[config.mk]
export PLATFORM = sky130hd
export DESIGN_NAME = insn_fetch
export DESIGN_NICKNAME = d
export VERILOG_FILES = /design/src/rtl/insn_fetch_pkg.sv /design/src/rtl/insn_fetch_pc_gen.sv /design/src/rtl/insn_fetch.sv
export SDC_FILE = /design/constraint.sdc
export NUM_CORES = 1
export LEC_CHECK = 0
export CORE_ASPECT_RATIO = 0.9
export CORE_UTILIZATION = 47
export DETAILED_ROUTE_END_ITERATION = 6
export PLACE_DENSITY = 0.95
export SLEW_MARGIN = 5
export SYNTH_ARGS = -nofsm -noshare
export SYNTH_HDL_FRONTEND = slang
export SYNTH_SLANG_ARGS = --single-unit
[constraint.sdc]
create_clock -name clk -period 4.8 [get_ports clk]
set_clock_uncertainty 0.05 [all_clocks]
set_input_delay 1.2 -clock clk [delete_from_list [all_inputs] [get_ports clk]]
set_output_delay 1.2 -clock clk [all_outputs]
set_load 0.05 [all_outputs]
[src/rtl/insn_fetch_pkg.sv]
// Shared types and constants for the instruction fetch stage.
package insn_fetch_pkg;

    typedef enum logic [1:0] {
        IDLE = 2'd0,
        RUN  = 2'd1,
        HALT = 2'd2
    } fetch_state_t;

    localparam logic [31:0] START_PC_DEFAULT = 32'h8002_0000;
    localparam logic [1:0]  ACCESS_WORD      = 2'b10;
    localparam int unsigned PC_STEP_DEFAULT  = 4;

endpackage

[src/rtl/insn_fetch_pc_gen.sv]
// Program counter register with redirect / sequential / hold next-PC selection.
module insn_fetch_pc_gen
    import insn_fetch_pkg::*;
#(
    parameter logic [31:0] START_PC = START_PC_DEFAULT,
    parameter int unsigned PC_STEP  = PC_STEP_DEFAULT
) (
    input  logic        clk,
    input  logic        rst_n,
    input  logic        load,
    input  logic        advance,
    input  logic [31:0] target,
    output logic [31:0] pc
);

    // Redirect wins over sequential advance; otherwise the PC holds.
    always_ff @(posedge clk or negedge rst_n) begin
        if (!rst_n) begin
            pc <= START_PC;
        end else if (load) begin
            pc <= target;
        end else if (advance) begin
            pc <= pc + PC_STEP;
        end
    end

endmodule

[src/rtl/insn_fetch.sv]
// Instruction fetch stage: FSM, fetch/decode output registers and delivered-count.
// Optional INSN_FETCH_ALIGN_CHECK_EN halts on a misaligned redirect target.
module insn_fetch
    import insn_fetch_pkg::*;
#(
    parameter logic [31:0] START_PC = START_PC_DEFAULT,
    parameter int unsigned PC_STEP  = PC_STEP_DEFAULT
) (
    input  logic        clk,
    input  logic        rst_n,
    input  logic        fetch_en,
    input  logic        stall,
    input  logic        redirect,
    input  logic [31:0] redirect_pc,
    output logic [31:0] mem_address,
    output logic [31:0] mem_data_in,
    output logic        mem_write,
    output logic [1:0]  mem_access_size,
    input  logic [31:0] mem_data_out,
    output logic [31:0] insn_out,
    output logic [31:0] pc_out,
    output logic        valid_out,
    output logic [31:0] fetch_count,
    output logic        misalign_err
);

    fetch_state_t state;
    logic [31:0]  pc;
    logic [31:0]  target;
    logic         misaligned;
    logic         hold;
    logic         take_redirect;
    logic         advance;

    assign target = redirect_pc & 32'hFFFF_FFFC;

`ifdef INSN_FETCH_ALIGN_CHECK_EN
    assign misaligned = |redirect_pc[1:0];
`else
    assign misaligned   = 1'b0;
    assign misalign_err = 1'b0;
`endif

    always_comb begin
        hold          = stall && valid_out;
        take_redirect = redirect && (state != HALT) && !misaligned;
        advance       = (state == RUN) && !redirect && !hold && fetch_en;
    end

    insn_fetch_pc_gen #(
        .START_PC (START_PC),
        .PC_STEP  (PC_STEP)
    ) u_pc_gen (
        .clk     (clk),
        .rst_n   (rst_n),
        .load    (take_redirect),
        .advance (advance),
        .target  (target),
        .pc      (pc)
    );

    assign mem_address     = pc;
    assign mem_data_in     = '0;
    assign mem_write       = 1'b0;
    assign mem_access_size = ACCESS_WORD;

    always_ff @(posedge clk or negedge rst_n) begin
        if (!rst_n) begin
            state       <= IDLE;
            insn_out    <= '0;
            pc_out      <= '0;
            valid_out   <= 1'b0;
            fetch_count <= '0;
`ifdef INSN_FETCH_ALIGN_CHECK_EN
            misalign_err <= 1'b0;
`endif
        end else begin
            case (state)
                HALT: valid_out <= 1'b0;
                default: begin
                    if (redirect) begin
                        valid_out <= 1'b0;
                        if (misaligned) begin
                            state <= HALT;
`ifdef INSN_FETCH_ALIGN_CHECK_EN
                            misalign_err <= 1'b1;
`endif
                        end else if (state == IDLE && fetch_en) begin
                            state <= RUN;
                        end
                    end else if (state == IDLE) begin
                        if (fetch_en) state <= RUN;
                    end else if (hold) begin
                        // Decode has not taken the current word; keep presenting it.
                    end else if (!fetch_en) begin
                        valid_out <= 1'b0;
                        state     <= IDLE;
                    end else begin
                        insn_out    <= mem_data_out;
                        pc_out      <= pc;
                        valid_out   <= 1'b1;
                        fetch_count <= fetch_count + 32'd1;
                    end
                end
            endcase
        end
    end

endmodule

# [After elaboration in Yosys (flattened, before gate mapping)]
# Cells that the tools add are included.
[word_totals] regBits=131 out_inout_bits=165 word_cells=47
[op_classes] addsub=2 eq_ne=9 n_mux=13 bitwise_logic=4 n_reduce_logical=13
[ops] op="$mux 32" n=2
[ops] op="$add 32x1->32 const B" n=1
[ops] op="$add 32x3->32 const B" n=1
[ops] op="$mux 2" n=6
[ops] op="$reduce_and 5->1" n=2
[ops] op="$ne 3x2->1 const B" n=3
[ops] op="$logic_and 1x1->1" n=6
[ops] op="$mux 1" n=5
[ops] op="$not 1->1" n=4
[ops] op="$ne 3x1->1 const B" n=1
[ops] op="$ne 3x3->1 const B" n=1
[ops] op="$eq 2x1->1 const B" n=1
[ops] op="$eq 2x2->1 const B" n=1
[ops] op="$logic_not 1->1" n=2
[ops] op="$logic_not 2->1" n=1
[ops] op="$ne 2x1->1 const B" n=1
[ops] op="$ne 2x2->1 const B" n=1
[ops] op="$reduce_and 2->1" n=1
[ops] op="$reduce_bool 2->1" n=1

# [Logic depth before layout (Yosys ltp)]
[logic_depth] word_depth=6 ltp_mapped=7

# [Hierarchy]
# From an unflattened synthesis, not the netlist that was laid out.
[hier_totals] hier_cells=505 area_unflattened_um2=6013.3
[modules_own_cells] module="insn_fetch" instances=1 cells_each=305 area_per_inst_um2=4190.3 seq_area_each_um2=2452.4
[modules_own_cells] module="insn_fetch_pc_gen" instances=1 cells_each=200 area_per_inst_um2=1823.0 seq_area_each_um2=803.3

# [Worst setup path after synthesis]
# No wires, ideal clock.
[synth_path] path_type="input-to-reg" from="input redirect" to="register u_pc_gen.pc[11]" arrival_ps=2425 required_ps=4632 setup_slack_ps=2207 stages=7 n_path_buf=2 path_cell_list="clkbuf_1 -> a21o_1 -> nor2_1 -> clkbuf_1 -> nand4_1 -> mux2i_1 -> a21o_1"
[synth_via] elab_chain_len=5 word_cells_on_any_way=7
[synth_rtl] element="start: declaration" line_no="insn_fetch.sv:13" source="input logic redirect,"
[synth_rtl] element="$logic_not 1->1" line_no="insn_fetch.sv:47" source="advance = (state == RUN) && !redirect && !hold && fetch_en;"
[synth_rtl] element="$logic_and 1x1->1 (3 in a row)" line_no="insn_fetch.sv:47"
[synth_rtl] element="$reduce_bool 2->1 (no source line)"
[synth_rtl] element="end signal: assignment" line_no="insn_fetch_pc_gen.sv:21" source="pc <= target;"
[synth_rtl] element="end signal: assignment" line_no="insn_fetch_pc_gen.sv:23" source="pc <= pc + PC_STEP;"
[synth_rtl] element="end: declaration" line_no="insn_fetch_pc_gen.sv:13" source="output logic [31:0] pc"
# Several ways; a longest one is shown, not always the timed one.
# A chain may end at the register's enable or synchronous reset.

# [Worst setup path in the final report]
[layout_path] from="input stall" to="register u_pc_gen.pc[27]"
[layout_via] elab_chain_len=5
[layout_rtl] element="start: declaration" line_no="insn_fetch.sv:12" source="input logic stall,"
[layout_rtl] element="$logic_and 1x1->1" line_no="insn_fetch.sv:45" source="hold = stall && valid_out;"
[layout_rtl] element="$logic_not 1->1" line_no="insn_fetch.sv:47"
[layout_rtl] element="$logic_and 1x1->1 (2 in a row)" line_no="insn_fetch.sv:47"
[layout_rtl] element="$reduce_bool 2->1 (no source line)"
# No other way between the ends.

==> metrics.md <==
| Metric | Value |
|---|---|
| Final ANT Viol Nets | `0` |
| First-pass DRT Iterations | `4` |
| Synthesis-to-layout area growth | `42.5%` |
| CTS buffer count | `17` |
| PwrDens | `453 mW/mm^2` |
| CP Class | `input pin to flop` |
| Fin. max-slew vios | `0` |
| Top_reg_cell synth | `dfrtp_1` |
| Largest net degree at the start of global routing | `99` |
| Hold violation total from the final report | `0` |
| Worst Setup End Kind | `flop` |
| Dpl cells | `965` |
| Post-synth EDFFs | `0` |
| Synth Area per Inst | `9.28 sq um` |
| Die X | `120 um` |
| Postcts setup bufs | `0` |
| Final wirelength | `15.2 mm` |
| Design Power | `3.79 mW` |
| Largest area contributor in the netlist | `dfrtp_1` |
| DR vias | `5022` |
| Commonest non-fill, non-tap cell in the layout | `nand2_1` |
| CP Launch Type | `input pin` |
| Most frequent cells in the layout | `nand2_1, clkdlybuf4s50_1, dfrtp_1` |
| Antenna cells | `0` |
| Tot GR Track Use | `23.9%` |
| Die Y-Extent | `108 um` |
| Netlist cell types | `42` |
| Die ar. | `0.0130 sq mm` |
| Sink Count | `126` |
| Gpl congestion | `0.799` |
| WHS | `421 ps` |
| H-tree Lvls | `4` |
| Antenna violations before repair | `0` |
| Cell Chain, Critical Path | `clkdlybuf4s50_1 -> a21o_1 -> nor2_4 -> nand4_2 -> o311ai_0 -> o211ai_1` |
| Core area | `0.0121 sq mm` |
| Final setup TNS | `0 ps` |
| CTS max path bufs | `2` |
| TritonCTS clock tree | `done` |
| Layout cells sized above 1 | `6.57%` |
| Root Buffer | `clkbuf_16` |
| Max VDD drop | `0.000289 V` |
| Layout Cells excl Fill | `997` |
| Yosys top cell area share | `52.8%` |
| Critical path arrival | `3310 ps` |
| First DRT Iteration DRCs | `258` |
| Post-cts sizing count | `0` |
| Pleak | `3.87 nW` |
| Number of global-route vias before repair | `4799` |
| Setup violators final | `0` |
| Crit path max fanout | `17` |
| Fmax | `0.323 GHz` |
| Clk slew on worst S/H paths | `60 ps` |
| RSZ-0062 raised after global routing | `no` |
| Max stage delay cell, worst path | `clkdlybuf4s50_1` |
| Part of the Yosys area used for sequential elements | `53.7%` |
| CP delay by family, top | `compound AO/OA/AOI/OAI gates` |
| Max-cap violations | `0` |
| Syn. warnings | `0` |
| Status | `finished clean` |
| CTS Hold Bufs | `0` |
| First-pass GRT wire length | `24.1 mm` |
| Residual DRC count | `0` |
| Final Cycle Share | `64.5%` |
| # IOs | `234` |
| Worst slew pin tran | `885 ps` |
| Worst Hold Class | `flop to flop` |
| Post-DP HPWL | `10.7 mm` |
| Largest stage delay, worst path | `570 ps` |
| PortBufs | `191` |
| FP Rows | `38` |
| Synth Cell Area | `0.00588 sq mm` |
| Register bit total from synthesis | `126` |
| Starting density of the core | `48.5%` |
| Ys async rst share | `100%` |
| Total gr overflow | `0` |
| Syn Inst Count | `633` |
| Req. time, crit path | `5010 ps` |
| Worst path bufs/invs | `1` |
| Top cells by area, synth | `dfrtp_1, nand2_1, buf_4` |
| Worst skew pair latency | `410 ps` |
| Fin nets | `895` |
| Routed WL per cell | `15.2 um` |
| Vias per cell | `5.04` |
| Crit path time final | `3100 ps` |
| Rel. slew slack | `41.0%` |
-- power breakdown --
part	internal (mW)	switching, mW
Combinational	0.371	0.813
Clock	0.774	0.490
Sequential	1.21	0.131
-- Yosys cell counts (7+ instances only) --
cell type,number
nand4_1,24
nand2_1,240
xor2_1,27
dfrtp_1,124
xnor2_1,24
nor2_1,17
clkbuf_1,9
o211ai_1,8
nand3_1,21
buf_2,9
inv_1,7
o21ai_0,22
buf_4,40
-- cells by family after synthesis --
group | synth area share, %
xor gates and xnor gates | 7.60
AOI/OAI and AO/OA | 4.96
adders and majority gates | 0.426
buffers and inverters | 7.35
and+or+nand+nor | 25.1
muxes | 0.703
DFF | 53.7
other | 0.128
-- state kept, by name, summed over array words and instances (netlist names) --
name / flops
fetch_count: 32
insn_out: 32
pc_out: 30
u_pc_gen.pc: 30
state: 1
valid_out: 1
-- path summary, 6_finish.rpt --
check	from	endpoint	slack, ps	cells after the start
worst min-delay path	insn_out[4]	insn_out[4]	420	2
min in group asynchronous	rst_n	fetch_count[25]	790	1
worst max-delay path	stall	u_pc_gen.pc[27]	1700	6
worst min register to register	insn_out[4]	insn_out[4]	420	2
worst max register to register	u_pc_gen.pc[5]	u_pc_gen.pc[27]	2470	5
max in group asynchronous	rst_n	u_pc_gen.pc[31]	2860	2
-- per-layer routing --
layer  share of wire (%)  GRT usage [%]  vias to the layer above
met3                 6.8           6.12                       14
li1                    -              -                     2380
met4                 1.2           7.14                        0
met2                  51           41.7                      184
met5                   0              0                        -
met1                  41           29.3                     2444
-- final cells by class --
cell class	count	area [sq um]
Clock buffer	18	429
Clock inverter	14	155
Fill cell	918	3750
Inverter	9	33.8
Multi-Input combinational cell	473	2440
Sequential cell	126	3160
Tap cell	160	200
Timing Repair Buffer	197	1950
-- per-stage QoR --
stage | cell area [sq um] | worst slack [ps] | utilization (%)
floorplan | 6020 | 2210 | -
global placement | 7790 | 1350 | 64.2
detailed placement | 7790 | 1290 | 64.2
CTS | 8370 | 1710 | 69.0
global route | 8370 | 1570 | 69.0
finish | 8370 | 1700 | 69.0
-- worst register-to-register path: stages (launching register included) --
cell      delay, ps
dfrtp_1         470
nand3_1         180
nor3_4          610
nand4_2         340
o311ai_0        410
o211ai_1        140
(Power assumes the default switching activity.)
